File: config.mk
export PLATFORM = sky130hd
export DESIGN_NAME = btn_debounce_pulser
export DESIGN_NICKNAME = d
export VERILOG_FILES = /design/src/rtl/btn_debounce_pulser.sv
export SDC_FILE = /design/constraint.sdc
export NUM_CORES = 1
export LEC_CHECK = 0
export BUFFER_PORTS_ARGS = -buffer_cell sky130_fd_sc_hd__buf_2
export CAP_MARGIN = 20
export CORE_MARGIN = 8
export CORE_UTILIZATION = 29
export DETAILED_ROUTE_END_ITERATION = 10
export HOLD_SLACK_MARGIN = 0.03
export PLACE_DENSITY_LB_ADDON = 0.25
export SLEW_MARGIN = 20
export SYNTH_ARGS = -nofsm -noshare
export SYNTH_HDL_FRONTEND = slang
export SYNTH_SLANG_ARGS = --single-unit
export TNS_END_PERCENT = 30
File: constraint.sdc
create_clock -name clk -period 3.3 [get_ports clk]
set_clock_uncertainty 0.2 [all_clocks]
set_input_delay 0.33 -clock clk [delete_from_list [all_inputs] [get_ports clk]]
set_output_delay 0.33 -clock clk [all_outputs]
set_load 0.02 [all_outputs]
File: src/rtl/btn_debounce_pulser.sv
// btn_debounce_pulser: synchronises and debounces a push-button, emitting registered
// press/release pulses and an optional hold-to-auto-repeat press pulse train.
module btn_debounce_pulser #(
  parameter int DEBOUNCE_CYCLES      = 500000,
  parameter bit ACTIVE_LOW           = 1,
  parameter bit REPEAT_EN            = 0,
  parameter int REPEAT_DELAY_CYCLES  = 25000000,
  parameter int REPEAT_PERIOD_CYCLES = 10000000
) (
  input  logic clk,
  input  logic async_nreset,
  input  logic btn_raw,
  output logic btn_level,
  output logic btn_press_pulse,
  output logic btn_release_pulse,
  output logic btn_repeat_active
);
  localparam int CW   = $clog2(DEBOUNCE_CYCLES) + 1;
  localparam int RMAX = (REPEAT_DELAY_CYCLES > REPEAT_PERIOD_CYCLES) ? REPEAT_DELAY_CYCLES : REPEAT_PERIOD_CYCLES;
  localparam int RW   = $clog2(RMAX) + 1;
  localparam logic [CW-1:0] C_LAST   = CW'(DEBOUNCE_CYCLES);
  localparam logic [RW-1:0] R_DELAY  = RW'(REPEAT_DELAY_CYCLES - 1);
  localparam logic [RW-1:0] R_PERIOD = RW'(REPEAT_PERIOD_CYCLES - 1);
  typedef enum logic [1:0] {RELEASED, PRESS_CHECK, PRESSED, RELEASE_CHECK} state_t;
  state_t state;
  logic [1:0] sync;
  logic [CW-1:0] cnt;
  logic [CW-1:0] cnt_inc;
  logic [RW-1:0] rcnt;
  logic s;
  logic cnt_done;
  logic rep_hit;
  assign s        = sync[1] ^ ACTIVE_LOW;
  assign cnt_inc  = cnt + 1'b1;
  assign cnt_done = cnt_inc == C_LAST;
  // btn_repeat_active doubles as the delay/period phase of the repeat counter
  assign rep_hit  = REPEAT_EN && (rcnt == (btn_repeat_active ? R_PERIOD : R_DELAY));
  always_ff @(posedge clk or negedge async_nreset)
    if (!async_nreset) begin
      sync              <= {2{ACTIVE_LOW}};
      state             <= RELEASED;
      cnt               <= '0;
      rcnt              <= '0;
      btn_level         <= 1'b0;
      btn_press_pulse   <= 1'b0;
      btn_release_pulse <= 1'b0;
      btn_repeat_active <= 1'b0;
    end else begin
      sync              <= {sync[0], btn_raw};
      btn_press_pulse   <= 1'b0;
      btn_release_pulse <= 1'b0;
      case (state)
        RELEASED, PRESS_CHECK:
          if (!s) begin
            state <= RELEASED;
            cnt   <= '0;
          end else if (cnt_done) begin
            state           <= PRESSED;
            cnt             <= '0;
            rcnt            <= '0;
            btn_level       <= 1'b1;
            btn_press_pulse <= 1'b1;
          end else begin
            state <= PRESS_CHECK;
            cnt   <= cnt_inc;
          end
        PRESSED:
          if (!s && cnt_done) begin
            state             <= RELEASED;
            cnt               <= '0;
            rcnt              <= '0;
            btn_level         <= 1'b0;
            btn_release_pulse <= 1'b1;
            btn_repeat_active <= 1'b0;
          end else begin
            if (!s) begin
              state <= RELEASE_CHECK;
              cnt   <= cnt_inc;
            end
            if (REPEAT_EN) begin
              rcnt <= rep_hit ? '0 : rcnt + 1'b1;
              if (rep_hit) begin
                btn_press_pulse   <= 1'b1;
                btn_repeat_active <= 1'b1;
              end
            end
          end
        RELEASE_CHECK:
          if (s) begin
            state <= PRESSED;
            cnt   <= '0;
          end else if (cnt_done) begin
            state             <= RELEASED;
            cnt               <= '0;
            rcnt              <= '0;
            btn_level         <= 1'b0;
            btn_release_pulse <= 1'b1;
            btn_repeat_active <= 1'b0;
          end else begin
            cnt <= cnt_inc;
          end
        default: begin
          state <= RELEASED;
          cnt   <= '0;
          rcnt  <= '0;
        end
      endcase
    end
endmodule

## After elaboration in Yosys (flattened, before gate mapping)

Cells that the tools add are included.

| operators by class | value |
|---|---|
| add/sub/neg operators | 1 |
| equality and inequality tests | 11 |
| muxes and demuxes | 26 |
| reduce and logical (&&, ||, !) cells | 7 |

Operators by type and width:

| kind | count |
|---|---|
| $mux W20 | 5 |
| $pmux W20 S3 | 1 |
| $add A20 B1 Y20 const B | 1 |
| $eq A20 B19 Y1 const B | 1 |
| $mux W2 | 6 |
| $mux W1 | 10 |
| $ne A2 B2 Y1 const B | 5 |
| $ne A3 B3 Y1 const B | 2 |
| $pmux W2 S3 | 1 |
| $reduce_and A5 Y1 | 1 |
| $eq A2 B2 Y1 const B | 2 |
| $pmux W1 S2 | 2 |
| $reduce_and A4 Y1 | 1 |
| $pmux W1 S3 | 1 |
| $eq A2 B1 Y1 const B | 1 |
| $logic_not A2 Y1 | 1 |
| $reduce_and A2 Y1 | 1 |
| $reduce_bool A2 Y1 | 1 |
| $reduce_or A2 Y1 | 1 |
| $logic_and A1 B1 Y1 | 1 |

| storage, ports and cells | value |
|---|---|
| register bits after elaboration | 28 |
| bits of input ports | 3 |
| output and inout port bits | 4 |
| word-level logic and storage cells | 52 |

## Longest topological paths before layout

| depth | value |
|---|---|
| word-level depth | 5 |
| gate-level depth with buffers | 9 |
| depth with buffers taken out | 8 |

## Worst setup path before layout

No wires, ideal clock.

| path | value |
|---|---|
| path kind | reg-to-reg |
| start | reg cnt[0] |
| end | reg cnt[0] |
| library setup time | 0.125 ns |
| arrival | 2.608 ns |
| data required time | 2.975 ns |
| path slack | 0.368 ns |
| cell stages (with the launch flop) | 9 |
| buffers on the path | 1 |
| cells stage by stage | dfrtp_1 ha_1 nand3_1 or4_1 or4_1 a32oi_1 a31oi_2 buf_6 mux2_2 |

| between the ends | value |
|---|---|
| word-level cells in the longest chain between the ends | 5 |

Ends and longest elaborated chain:

| what | RTL line | source |
|---|---|---|
| start, declared | 27 | `logic [CW-1:0] cnt;` |
| start signal, assigned | 65 | `cnt <= cnt_inc;` |
| start signal, assigned | 78 | `cnt <= cnt_inc;` |
| start signal, assigned | 100 | `cnt <= cnt_inc;` |
| $add A20 B1 Y20 * | 34 | `assign cnt_inc = cnt + 1'b1;` |
| $eq A20 B19 Y1 | 35 | `assign cnt_done = cnt_inc == C_LAST;` |
| $mux W20 or $logic_and A1 B1 Y1 (tied branches) | 57, 92, 68 |  |
| $mux W20 (on tied branches) | 89, 54, 68 |  |
| $pmux W20 S3 | 52 | `case (state)` |

Mark *: on every way between the ends. The rest lies on a longest branch, timed or not. The select of a mux whose other input is x is not followed.
A chain may end at the register's enable or synchronous reset.

## Worst setup path after layout

Ends and elaborated chain as after synthesis.

==> results by group <==
Placement
  • Area after detailed placement: 1770 sq um
  • Setup WS pre-CTS: around 0.37 ns
  • Routability Congestion: 0.790
  • Post-Place Cells: 262
  • Total half-perimeter wirelength after legalization and detailed placement: 2.70 mm
  • Buffers added on ports: 5

Synth
  • Primary flip-flop cell chosen by synthesis mapping: sky130_fd_sc_hd__dfrtp_1
  • Share of synthesized registers carrying an async set or reset: 100%
  • Cell type with the largest total area after synthesis: sky130_fd_sc_hd__dfrtp_1
  • Register bit total from synthesis: 27
  • Cell area after synthesis: ~1600 sq um
  • Post-synthesis average cell area: 8.77 sq um
  • Synth Warn #: 0
  • Number of standard cells after synthesis: 185
  • Fraction of post-synthesis cell area in the top cell type by area: 38.6%
  • Number of nets produced by synthesis: 189
  • Sequential fraction of the synthesis area: 41.8%
  • Top post-synthesis cells by area: sky130_fd_sc_hd__dfrtp_1 (39%), sky130_fd_sc_hd__nand2_1 (5.8%), sky130_fd_sc_hd__nand3_1 (4.9%)
  • Count of cell types in the netlist: 47
  • Count of flip-flops with a built-in enable after synthesis: 0

Timing
  • Setup tns final: 0 ns
  • Setup repair after global routing missed its margin: no
  • Min cycle time layout: ~3.0 ns
  • Total count of hold-check failures in the final report: 0
  • Final critical-path setup slack: 0.295 ns
  • Endpoints failing setup: 0
  • Normalized max-slew margin: a little under three fifths
  • Number of max-slew violations in the final report: 0
  • Fmax: 0.333 GHz
  • Final Cycle Share: 91.1%
  • Slew at the pin closest to its max-slew limit: 0.632 ns

Drt
  • DRC violation count after routing: 0
  • Iteration-0 DRC Markers: 114
  • Average wire per standard cell: about 14 um
  • Count of nets left with antenna violations after detail routing: 0
  • Via count: 1,366
  • Vias/cell: between 5 and 6
  • Drt first pass iters: 4
  • Routed WL: approximately 3.8 mm

Global routing
  • Wire length of the first global-routing pass: 6.52 mm
  • Overall overflow remaining after global route: 0
  • Number of antenna violations at the first check in global routing: 0
  • Global routing usage summed across all routing layers: 9.44%
  • Pin count of the biggest net entering global routing: 28
  • Number of global-route vias before repair: between 1,000 and 1,500

Worst setup path
  • Critical path depth: 8
  • Kind of start point of the critical path: flip-flop
  • Largest stage delay, worst path: 0.56 ns
  • Data arrival, critical path: between 2 and 3 ns
  • Startpoint of the lowest-slack register-to-register path: cnt[0]$_DFFE_PN0P_
  • Reg-to-reg slack, setup: 0.29 ns
  • Worst setup path startpoint: cnt[0]$_DFFE_PN0P_
  • Cell-by-cell listing of the critical path: ha_1 -> nand3_1 -> or4_1 -> or4_1 -> a32oi_1 -> a31oi_2 -> buf_4 -> mux2_2
  • Maximum net fanout on the critical path: 12
  • Worst path required time: 3.27 ns
  • Critical path buffers and inverters: 1
  • Length in cells of the worst reg-to-reg path: 8
  • Critical path start-end classification: flip-flop to flip-flop
  • Worst setup path end: cnt[0]$_DFFE_PN0P_
  • Cell at the slowest stage of the critical path: sky130_fd_sc_hd__or4_1
  • Most common cell on crit path: sky130_fd_sc_hd__or4_1
  • Reg-to-Reg End: cnt[0]$_DFFE_PN0P_
  • Crit path capture type: flip-flop
  • Cell type group with the largest total delay on the critical path: simple AND/OR/NAND/NOR gates

Clocking
  • Number of clock sinks: 27
  • Clock edge transition at the registers on the reported setup and hold paths: 0.10 ns
  • Master cell of the clock root buffer: sky130_fd_sc_hd__clkbuf_8
  • CTS Buffer Depth: 2
  • CTS tree: done
  • Count of instances resized after the clock tree is built: 0
  • Total CTS buffers: 3
  • H-tree levels: 1
  • Clock latency at the later pin of the worst-skew pair: 0.28 ns

Layout
  • Net count reported at finish: ~200
  • Final Instance Count excl. Fillers: around 270
  • Top library cells by usage in the layout, fill and taps aside: sky130_fd_sc_hd__nand2_1 (25), sky130_fd_sc_hd__dfrtp_1 (25), sky130_fd_sc_hd__nand3_1 (16), sky130_fd_sc_hd__buf_4 (13), sky130_fd_sc_hd__a21oi_1 (12)
  • Diode insertion count for antenna repair: 0
  • Fraction of final layout cells sized beyond drive strength 1: between 10% and 20%
  • Design area: approximately 1800 sq um
  • Area growth syn-to-layout: 13.3%

Power
  • Total leakage power: between 0.0007 and 0.0008 uW
  • Share of power burned in the clock network: 34.1%
  • Worst voltage drop across the vdd grid: 0.201 mV
  • Cell-internal power: 436 uW
  • Tot Pwr: 574 uW
  • Net Sw Frac: 24.1%
  • Pwr dens: roughly 310 nW/um^2
  • Relative contribution of sequential cells to total power: between 50% and 60%
  • Switch Pwr: 139 uW
  • Combinational share of power: 6.5%

Die
  • Initial cell density of the core: between 20% and 30%
  • Total I/O pin count: 7
  • Row count: 27
  • Die H: 90.8 um
  • Die width: just over 90 um
  • Placeable core region: around 5400 sq um
  • Die area: 8240 sq um

Run
  • Number of maximum-capacitance violations: 0

Run status
  • Result of the run: finished clean

Worst hold path
  • Hold crit path type: flip-flop to flip-flop
  • Worst hold path cell count: 0
[worst min path at each step]
stage	from	endpoint	slack (ns)
2_1_floorplan	async_nreset	btn_level$_DFFE_PN0P_	-0.17
3_3_place_gp	sync[0]$_DFF_PN1_	sync[1]$_DFF_PN1_	0.15
3_5_place_dp	sync[0]$_DFF_PN1_	sync[1]$_DFF_PN1_	0.15
4_1_cts	sync[0]$_DFF_PN1_	sync[1]$_DFF_PN1_	0.16
5_1_grt	sync[0]$_DFF_PN1_	sync[1]$_DFF_PN1_	0.17
6_report	sync[0]$_DFF_PN1_	sync[1]$_DFF_PN1_	0.16
[metrics by stage]
step,hold slack [ns],util [%]
floorplan,-0.166,-
global placement,0.146,32.6
detailed placement,0.148,32.6
CTS,0.163,33.8
global route,0.167,33.8
finish,0.161,33.8
[layout make-up]
cell class              count  area [sq um]
repair buffers             20           143
multi-input cells         140           861
inverters                   5          18.8
clock inverters             1          5.00
clock buffers               3          41.3
flip-flops and latches     27           678
well taps                  72          90.1
fillers                   562          3600
[flip-flops by register name, summed over array words and instances (netlist names)]
register           cells
state                  2
cnt                   20
btn_level              1
btn_release_pulse      1
sync                   2
btn_press_pulse        1
[power by group through the flow]
| stage | sequential, uW | clock, uW | combinational, uW |
|---|---|---|---|
| 2_1_floorplan | 346 | 0 | 21.2 |
| 3_3_place_gp | 348 | 0 | 35.8 |
| 3_5_place_dp | 348 | 0 | 36.2 |
| 4_1_cts | 341 | 207 | 37.9 |
| 5_1_grt | 342 | 218 | 41.7 |
| 6_report | 341 | 196 | 37.1 |
[routing by layer]
layer  vias up  wire length, um  GRT usage [%]
li1        701                -              -
met1       653             2040           12.9
met2        10             1670           14.9
met3         2               87           2.33
met4         0               19           1.23
met5         -                0              0
[cells in the mapped netlist, types with 3 or more instances]
| master | n |
|---|---|
| sky130_fd_sc_hd__o21ai_0 | 8 |
| sky130_fd_sc_hd__a21oi_1 | 12 |
| sky130_fd_sc_hd__buf_2 | 4 |
| sky130_fd_sc_hd__nand3b_1 | 5 |
| sky130_fd_sc_hd__nand4_1 | 8 |
| sky130_fd_sc_hd__or4_1 | 3 |
| sky130_fd_sc_hd__nor2_1 | 6 |
| sky130_fd_sc_hd__and4_1 | 4 |
| sky130_fd_sc_hd__xnor2_1 | 4 |
| sky130_fd_sc_hd__nand3_1 | 16 |
| sky130_fd_sc_hd__mux2i_1 | 7 |
| sky130_fd_sc_hd__dfrtp_1 | 25 |
| sky130_fd_sc_hd__inv_1 | 5 |
| sky130_fd_sc_hd__a31oi_1 | 3 |
| sky130_fd_sc_hd__clkbuf_1 | 6 |
| sky130_fd_sc_hd__nand2_1 | 25 |
| sky130_fd_sc_hd__nor3_1 | 9 |
[kinds of logic after synthesis]
group	Yosys count	synth area share (%)
fa+ha+maj	1	0.771
buf+inv	18	5.40
other cells	1	0.231
mux	8	5.02
flops	27	41.8
simple gates	87	29.2
compound gates	37	14.3
xor+xnor	6	3.24
[timing repair]
action | 4_1_cts | 5_1_grt
hold buffers | 2 | 0
setup buffers | 0 | 0
setup endpoints to repair | 0 | 0
endpoints found under the hold margin | 26 | 0
Power figures use the tool's default switching activity.
